<file path="config.mk">
export PLATFORM = sky130hd
export DESIGN_NAME = muldiv_unit
export DESIGN_NICKNAME = d
export VERILOG_FILES = /design/src/rtl/muldiv_unit.sv
export SDC_FILE = /design/constraint.sdc
export NUM_CORES = 1
export LEC_CHECK = 0
export BUFFER_PORTS_ARGS = -buffer_cell sky130_fd_sc_hd__buf_2
export CAP_MARGIN = 20
export CORE_AREA = 2 2 178 215
export CTS_CLUSTER_SIZE = 10
export DETAILED_ROUTE_END_ITERATION = 6
export DIE_AREA = 0 0 180 217
export PLACE_DENSITY = 0.65
export SLEW_MARGIN = 15
export SYNTH_ARGS = -nofsm -noshare
export SYNTH_HDL_FRONTEND = slang
export SYNTH_SLANG_ARGS = --single-unit
</file>
<file path="constraint.sdc">
create_clock -name i_clk -period 6.87 [get_ports i_clk]
set_input_delay 1.374 -clock i_clk [delete_from_list [all_inputs] [get_ports i_clk]]
set_output_delay 1.374 -clock i_clk [all_outputs]
set_load 0.02 [all_outputs]
</file>
<file path="src/rtl/muldiv_unit.sv">
// muldiv_unit: multi-cycle RV32M multiply/divide unit.
// A shared 64-bit {r_hi, r_lo} register does two jobs. For a multiply it runs a
// shift-add on the operand magnitudes. For a divide it runs a restoring division.
// Sign correction is applied once, in DONE.
// Divide-by-zero and signed overflow take a fast path that skips CALC.
module muldiv_unit (
  input  logic        i_clk,
  input  logic        i_rst,
  input  logic        i_start,
  input  logic [2:0]  i_funct3,
  input  logic [31:0] i_operand1,
  input  logic [31:0] i_operand2,
  output logic        o_busy,
  output logic        o_done,
  output logic [31:0] o_result
);

  localparam logic [2:0] F_MUL    = 3'd0;
  localparam logic [2:0] F_MULH   = 3'd1;
  localparam logic [2:0] F_MULHSU = 3'd2;
  localparam logic [2:0] F_MULHU  = 3'd3;
  localparam logic [2:0] F_DIV    = 3'd4;
  localparam logic [2:0] F_DIVU   = 3'd5;
  localparam logic [2:0] F_REM    = 3'd6;
  localparam logic [2:0] F_REMU   = 3'd7;

  typedef enum logic [1:0] {
    S_IDLE = 2'd0,
    S_CALC = 2'd1,
    S_DONE = 2'd2
  } state_t;

  state_t      r_state;
  state_t      w_state_next;

  logic [2:0]  r_funct3;
  logic [31:0] r_hi;
  logic [31:0] r_lo;
  logic [31:0] r_m;
  logic [5:0]  r_cnt;
  logic        r_neg;
  logic        r_neg_rem;
  logic        r_fast;
  logic [31:0] r_fast_val;
  logic        r_done;
  logic [31:0] r_result;

  logic        w_accept;
  logic        w_sign1;
  logic        w_sign2;
  logic [31:0] w_mag1;
  logic [31:0] w_mag2;
  logic        w_div_zero;
  logic        w_div_ovf;
  logic        w_fast;
  logic [31:0] w_fast_val;
  logic [32:0] w_mul_sum;
  logic [32:0] w_div_shift;
  logic        w_div_ge;
  logic [31:0] w_div_sub;
  logic [31:0] w_hi_step;
  logic [31:0] w_lo_step;
  logic [63:0] w_prod_fix;
  logic [31:0] w_quo_fix;
  logic [31:0] w_rem_fix;
  logic [31:0] w_final;

  // A start is taken only in IDLE. The cycle in which done is high counts as the
  // tail of the previous operation. The earliest back-to-back start is therefore
  // the cycle after done.
  assign w_accept = (r_state == S_IDLE) && i_start && !r_done;

  // Launch-time decode: signedness, magnitudes, and fast-path detection.
  always_comb begin
    w_sign1    = i_operand1[31] && (i_funct3 == F_MULH || i_funct3 == F_MULHSU ||
                                    i_funct3 == F_DIV  || i_funct3 == F_REM);
    w_sign2    = i_operand2[31] && (i_funct3 == F_MULH || i_funct3 == F_DIV ||
                                    i_funct3 == F_REM);
    w_mag1     = w_sign1 ? (32'd0 - i_operand1) : i_operand1;
    w_mag2     = w_sign2 ? (32'd0 - i_operand2) : i_operand2;
    w_div_zero = i_funct3[2] && (i_operand2 == 32'd0);
    w_div_ovf  = (i_funct3 == F_DIV || i_funct3 == F_REM) &&
                 (i_operand1 == 32'h8000_0000) && (i_operand2 == 32'hFFFF_FFFF);
    w_fast     = w_div_zero || w_div_ovf;
    // funct3[1] separates REM/REMU from DIV/DIVU.
    if (w_div_zero) begin
      w_fast_val = i_funct3[1] ? i_operand1 : 32'hFFFF_FFFF;
    end else begin
      w_fast_val = i_funct3[1] ? 32'd0 : 32'h8000_0000;
    end
  end

  // One radix-2 step: either shift-add (multiply) or compare-subtract (divide).
  always_comb begin
    w_mul_sum   = {1'b0, r_hi} + (r_lo[0] ? {1'b0, r_m} : 33'd0);
    w_div_shift = {r_hi, r_lo[31]};
    w_div_ge    = (w_div_shift >= {1'b0, r_m});
    // The partial remainder stays below twice the divisor, so the difference fits in 32 bits.
    w_div_sub   = w_div_shift[31:0] - r_m;
    if (r_funct3[2]) begin
      w_hi_step = w_div_ge ? w_div_sub : w_div_shift[31:0];
      w_lo_step = {r_lo[30:0], w_div_ge};
    end else begin
      w_hi_step = w_mul_sum[32:1];
      w_lo_step = {w_mul_sum[0], r_lo[31:1]};
    end
  end

  // Sign correction and result selection applied in DONE.
  always_comb begin
    w_prod_fix = r_neg ? (64'd0 - {r_hi, r_lo}) : {r_hi, r_lo};
    w_quo_fix  = r_neg ? (32'd0 - r_lo) : r_lo;
    w_rem_fix  = r_neg_rem ? (32'd0 - r_hi) : r_hi;
    case (r_funct3)
      F_MUL:                     w_final = w_prod_fix[31:0];
      F_MULH, F_MULHSU, F_MULHU: w_final = w_prod_fix[63:32];
      F_DIV, F_DIVU:             w_final = w_quo_fix;
      default:                   w_final = w_rem_fix;
    endcase
    if (r_fast) begin
      w_final = r_fast_val;
    end
  end

  // State register.
  always_ff @(posedge i_clk) begin
    if (i_rst) begin
      r_state <= S_IDLE;
    end else begin
      r_state <= w_state_next;
    end
  end

  // Next-state logic.
  always_comb begin
    w_state_next = r_state;
    case (r_state)
      S_IDLE: begin
        if (w_accept) begin
          w_state_next = w_fast ? S_DONE : S_CALC;
        end
      end
      S_CALC: begin
        if (r_cnt == 6'd31) begin
          w_state_next = S_DONE;
        end
      end
      S_DONE:  w_state_next = S_IDLE;
      default: w_state_next = S_IDLE;
    endcase
  end

  // Outputs: busy covers CALC and DONE; done and result come from registers.
  always_comb begin
    o_busy   = (r_state != S_IDLE);
    o_done   = r_done;
    o_result = r_result;
  end

  // Datapath: latch at launch, iterate in CALC, load result in DONE.
  always_ff @(posedge i_clk) begin
    if (i_rst) begin
      r_funct3   <= 3'd0;
      r_hi       <= 32'd0;
      r_lo       <= 32'd0;
      r_m        <= 32'd0;
      r_cnt      <= 6'd0;
      r_neg      <= 1'b0;
      r_neg_rem  <= 1'b0;
      r_fast     <= 1'b0;
      r_fast_val <= 32'd0;
      r_done     <= 1'b0;
      r_result   <= 32'd0;
    end else begin
      r_done <= 1'b0;
      case (r_state)
        S_IDLE: begin
          if (w_accept) begin
            r_funct3   <= i_funct3;
            r_neg      <= w_sign1 ^ w_sign2;
            r_neg_rem  <= w_sign1;
            r_cnt      <= 6'd0;
            r_fast     <= w_fast;
            r_fast_val <= w_fast_val;
            r_hi       <= 32'd0;
            // Divide shifts the dividend out of r_lo and subtracts the divisor.
            // Multiply shifts the multiplier out of r_lo and adds the multiplicand.
            if (i_funct3[2]) begin
              r_lo <= w_mag1;
              r_m  <= w_mag2;
            end else begin
              r_lo <= w_mag2;
              r_m  <= w_mag1;
            end
          end
        end
        S_CALC: begin
          r_hi  <= w_hi_step;
          r_lo  <= w_lo_step;
          r_cnt <= r_cnt + 6'd1;
        end
        S_DONE: begin
          r_result <= w_final;
          r_done   <= 1'b1;
        end
        default: ;
      endcase
    end
  end

endmodule

</file>
# Word-level counts from Yosys, hierarchy flattened
# Index checks and enable logic that the tools add are counted.
dict set report word_totals {
  in_bits 70
  elab_cells 90
  out_inout_bits 34
  regBits 175
}
dict set report classes {
  bitwise_logic 1
  order_cmp 1
  n_reduce_logical 25
  muxes 27
  n_eq_ne 16
  n_addsub 8
}
# cell count
set ops {}
lappend ops {{$mux 32} 16}
lappend ops {{$pmux 32 s2} 2}
lappend ops {{$sub 1x32->32 const A} 4}
lappend ops {{$pmux 32 s3} 1}
lappend ops {{$eq 32x32->1 const B} 2}
lappend ops {{$mux 64} 1}
lappend ops {{$sub 1x64->64 const A} 1}
lappend ops {{$add 32x32->33} 1}
lappend ops {{$ge 33x32->1} 1}
lappend ops {{$logic_not 32->1} 1}
lappend ops {{$sub 32x32->32} 1}
lappend ops {{$eq 3x3->1 const B} 4}
lappend ops {{$pmux 6 s2} 1}
lappend ops {{$eq 3x2->1 const B} 3}
lappend ops {{$logic_and 1x1->1} 7}
lappend ops {{$logic_or 1x1->1} 7}
lappend ops {{$add 6x1->6 const B} 1}
lappend ops {{$eq 3x1->1 const B} 2}
lappend ops {{$eq 6x5->1 const B} 1}
lappend ops {{$mux 2} 3}
lappend ops {{$mux 6} 1}
lappend ops {{$reduce_and 2->1} 3}
lappend ops {{$ne 2x2->1 const B} 2}
lappend ops {{$pmux 2 s2} 1}
lappend ops {{other kinds (10)} 11}

# Logic depth before layout (Yosys ltp)
dict set report depth {
  word_depth 9
  mapped_depth 15
  depth_no_buf 13
}

# Worst setup path before layout
# Ideal clock, no wire load.
dict set report synth_path {
  path_type {input port to flip-flop}
  startpoint {input port i_operand2[4]}
  endpoint {register r_fast_val[28]}
  path_buffers 2
  setup_time_ns 0.070
  cell_stages 9
  path_slack_ns 2.995
  arrival_ns 3.804
  required_ns 6.800
  cell_sequence {or3_1 > or3b_2 > clkbuf_1 > nor2_1 > nand3_1 > nor4b_1 > clkbuf_1 > nand3_1 > a21oi_1}
}
dict set report synth_via {
  elab_chain_len 3
}
# item line
set synth_rtl {}
lappend synth_rtl {{start: declaration} 12} ;# input logic [31:0] i_operand2,
lappend synth_rtl {{$logic_not 32->1} 81} ;# w_div_zero = i_funct3[2] && (i_operand2 == 32'd0);
lappend synth_rtl {{$logic_and 1x1->1} 81}
lappend synth_rtl {{$mux 32} 86} ;# if (w_div_zero) begin
lappend synth_rtl {{end signal: assignment} 184} ;# r_fast_val <= w_fast_val;
lappend synth_rtl {{end: declaration} 44} ;# logic [31:0] r_fast_val;
# Every way passes these cells.
# A chain may end at the register's enable or synchronous reset.

# Worst setup path in the final report
dict set report layout_path {
  startpoint {register r_lo[16]}
  endpoint {register r_result[25], in the netlist o_result[25]}
}
dict set report layout_via {
  elab_chain_len 4
  elab_cells_between_ends 6
  cone_classes {add/sub (2); mux (4)}
}
# item line
set layout_rtl {}
lappend layout_rtl {{start: declaration} 38} ;# logic [31:0] r_lo;
lappend layout_rtl {{start signal: assignment} 189} ;# r_lo <= w_mag1;
lappend layout_rtl {{start signal: assignment} 192} ;# r_lo <= w_mag2;
lappend layout_rtl {{start signal: assignment} 199} ;# r_lo <= w_lo_step;
lappend layout_rtl {{$sub 1x64->64 or $sub 1x32->32 (tied branches)} {111, 112}}
lappend layout_rtl {{$mux 64 or $mux 32 (tied branches)} {111, 112}}
lappend layout_rtl {{$pmux 32 s3 (*)} 114} ;# case (r_funct3)
lappend layout_rtl {{$mux 32 (*)} 120} ;# if (r_fast) begin
lappend layout_rtl {{end signal: assignment} 203} ;# r_result <= w_final;
lappend layout_rtl {{end: declaration} 46} ;# logic [31:0] r_result;
# Mark *: on every way between the ends. The rest lies on a longest branch, timed or not.

==> flow_summary.json <==
{
  "yosysUniqueCellTypes": 78,
  "groute.usage.overall_pct": 29.55,
  "root_buffer": "clkbuf_16",
  "drt-total-wl_um": 58960,
  "cpPeakStageDelay_ps": 670,
  "area_growth_pct": 7.752,
  "diodes": 0,
  "fmax_mhz": 234.7,
  "crit_family": "simple AND/OR/NAND/NOR gates",
  "drc": 0,
  "antenna_found_initial": 0,
  "timing.final.ws_setup_ps": 2610,
  "grt_max_degree": 81,
  "dieWidth_um": 180,
  "status": "completed",
  "yosysWarnings": 0,
  "fin_crit_ps": 4260,
  "critPathKind": "flop to flop",
  "postCtsHoldBufs": 0,
  "ys.flop_type": "dfxtp_1",
  "pre_cts_ws_ps": 2518,
  "tightestPinTransition_ps": 1019,
  "cts_made_buffers": 17,
  "io_pins": 104,
  "layout-drive-gt1-share_pct": 8.907,
  "cts_tree": "done",
  "critPathBufInv": 0,
  "ctsResizeCount": 0,
  "clockBufferDepth": 2,
  "vias_per_cell": 6.248,
  "fin_area_mm2": 0.01694,
  "path_clk_slew_ps": 70,
  "leakage_nw": 6.417,
  "ir_worst_vdd_uv": 167.9,
  "grt_pass1_vias": 15590,
  "first_pass_iters": 7,
  "num_rows": 78,
  "slew_headroom_pct": 32.02,
  "num_vias": 16610,
  "ys_ff_latch": 175,
  "p_per_area_mw_per_mm2": 189.8,
  "synth-seq-area-share_pct": 22.28,
  "start_util_pct": 42.28,
  "final_cell_mix": "nand2_1 (251), a21oi_1 (216), dfxtp_1 (173)",
  "cp.required_ps": 7190,
  "wl_per_cell_um": 22.18,
  "avgSynthCellArea_um2": 7.143,
  "htree_levels": 4,
  "syn_area_mm2": 0.01572,
  "hold_path.class": "flop to flop",
  "fin_crit_sh_pct": 62.01,
  "cp.arrival_ps": 4580,
  "synth_cells": 2201,
  "maxSlewViolCount": 0,
  "clk_latency_ps": 460,
  "fin_skew_ps": 13.57,
  "gp_congestion": 0.9923,
  "io_buffers": 103,
  "synth_enable_flop_cells": 0,
  "cts_setup_buffers": 0,
  "nets": 2307,
  "path_cells": "or4_4, or4_4, or4_4, or3_1, o41ai_1, xnor2_1, a221oi_1, nor3_1",
  "die_h_um": 217,
  "start_kind": "flop",
  "synth_async_sr_flop_share_pct": 0,
  "ant_nets": 0,
  "placed_cell_area_mm2": 0.01636,
  "total_power_w": 0.003216,
  "cts_num_sinks": 175,
  "fin_tns_setup_ps": 0,
  "cpMostUsedCell": "or4_4",
  "dr.first_iter.drc_count": 1762,
  "hold_viol": 0,
  "synth_fp_nets": 2343,
  "core_mm2": 0.03718,
  "grt_pass1_wl_um": 90850,
  "fillers": 3769,
  "dieArea_mm2": 0.03906,
  "grt_remaining_overflow": 0,
  "end_kind": "flop",
  "setup_violations": 0,
  "layout_commonest_cell": "nand2_1",
  "drv_cap": 0,
  "rsz0062_at_grt": "false",
  "crit_slowest_cell": "or3_1",
  "path_max_fanout": 17,
  "dp_hpwl_um": 44590
}
==> area by class of cell <==
type                            count  area (um2)  area share (%)
Sequential cell                   175        3506           20.70
Inverter                           68       255.2           1.507
Clock buffer                       19       432.9           2.556
Multi-Input combinational cell   1776       11300           66.71
Tap cell                          480       600.6           3.545
Clock inverter                     13       146.4          0.8642
Timing Repair Buffer              127       698.2           4.121
==> cells in the mapped netlist (13+ instances only) <==
master	number	area, um2
ha_1	70	875.8
dfxtp_1	175	3503
o41ai_1	13	113.9
or4_1	15	112.6
o21ai_0	163	815.8
nand2_1	251	942.2
xnor2_1	103	902.1
inv_1	66	247.7
clkbuf_1	163	611.8
nor4_1	18	112.6
o31ai_1	32	240.2
a31oi_1	15	93.84
a21o_1	33	247.7
or3_1	34	212.7
nand2b_1	40	250.2
mux2i_1	50	500.5
nor2_1	172	645.6
a22oi_1	18	135.1
o211ai_1	37	277.8
xor2_1	77	674.4
a211oi_1	68	510.5
nand3_1	63	315.3
o221ai_1	15	131.4
nor3_1	51	255.2
a221oi_1	14	122.6
nand4_1	21	131.4
a21oi_1	216	1081
==> cells by family (layout without fill, tap and decap cells) <==
family	count (synthesis)	count (layout)	synth area share (%)
AOI/OAI and AO/OA	735	735	29.96
xor gates and xnor gates	180	180	10.03
adders and majority gates	72	72	5.826
buffers and inverters	250	227	6.080
DFF	175	175	22.28
muxes	59	59	3.828
and+or+nand+nor	730	730	21.99
==> per-layer routing <==
layer	vias up	routed length (um)	global-route usage (%)
met4	0	3703	17.10
met1	7858	24730	37.38
li1	7922	-	-
met5	-	0	0
met2	682	26660	47.98
met3	146	3859	4.384
==> sequential cells by signal, indices dropped and copies added (netlist names), 2 cells and up <==
signal / cells
o_result: 32
r_fast_val: 32
r_hi: 32
r_lo: 32
r_m: 32
r_cnt: 6
r_funct3: 3
r_state: 2
==> report_power, final <==
part           internal (W)  switching, W  total [W]
combinational      0.000386      0.000701    0.00109
clock              0.000516      0.000477   0.000993
sequential          0.00106     0.0000767    0.00114
total               0.00196       0.00125    0.00322
==> worst paths after layout <==
path	slack, ps	start	end	cells past startpoint
max reg2reg	2610	r_lo[16]$_SDFFE_PP0P_	o_result[25]$_SDFFE_PP0P_	8
max	2610	r_lo[16]$_SDFFE_PP0P_	o_result[25]$_SDFFE_PP0P_	8
min	450	r_fast_val[23]$_SDFFE_PP0P_	r_fast_val[23]$_SDFFE_PP0P_	2
min reg2reg	450	r_fast_val[23]$_SDFFE_PP0P_	r_fast_val[23]$_SDFFE_PP0P_	2
==> worst reg2reg max path: cells and delay by family, from the launching register on <==
family                    cells  cell delay [ps]
DFF                           1              420
and+or+nand+nor               5             2360
AOI/OAI and AO/OA             2             1160
xor gates and xnor gates      1              180
==> stage by stage <==
| step | hold slack, ps | cells | utilization, % |
|---|---|---|---|
| global route | 467.0 | 2658 | 45.56 |
| global placement | 434.6 | 2625 | 43.97 |
| finish | 446.5 | 2658 | 45.56 |
| floorplan | 428.0 | 2201 | - |
| detailed placement | 442.5 | 2626 | 43.99 |
| CTS | 450.8 | 2658 | 45.55 |
Note: power is estimated with default switching activity, not from simulation.
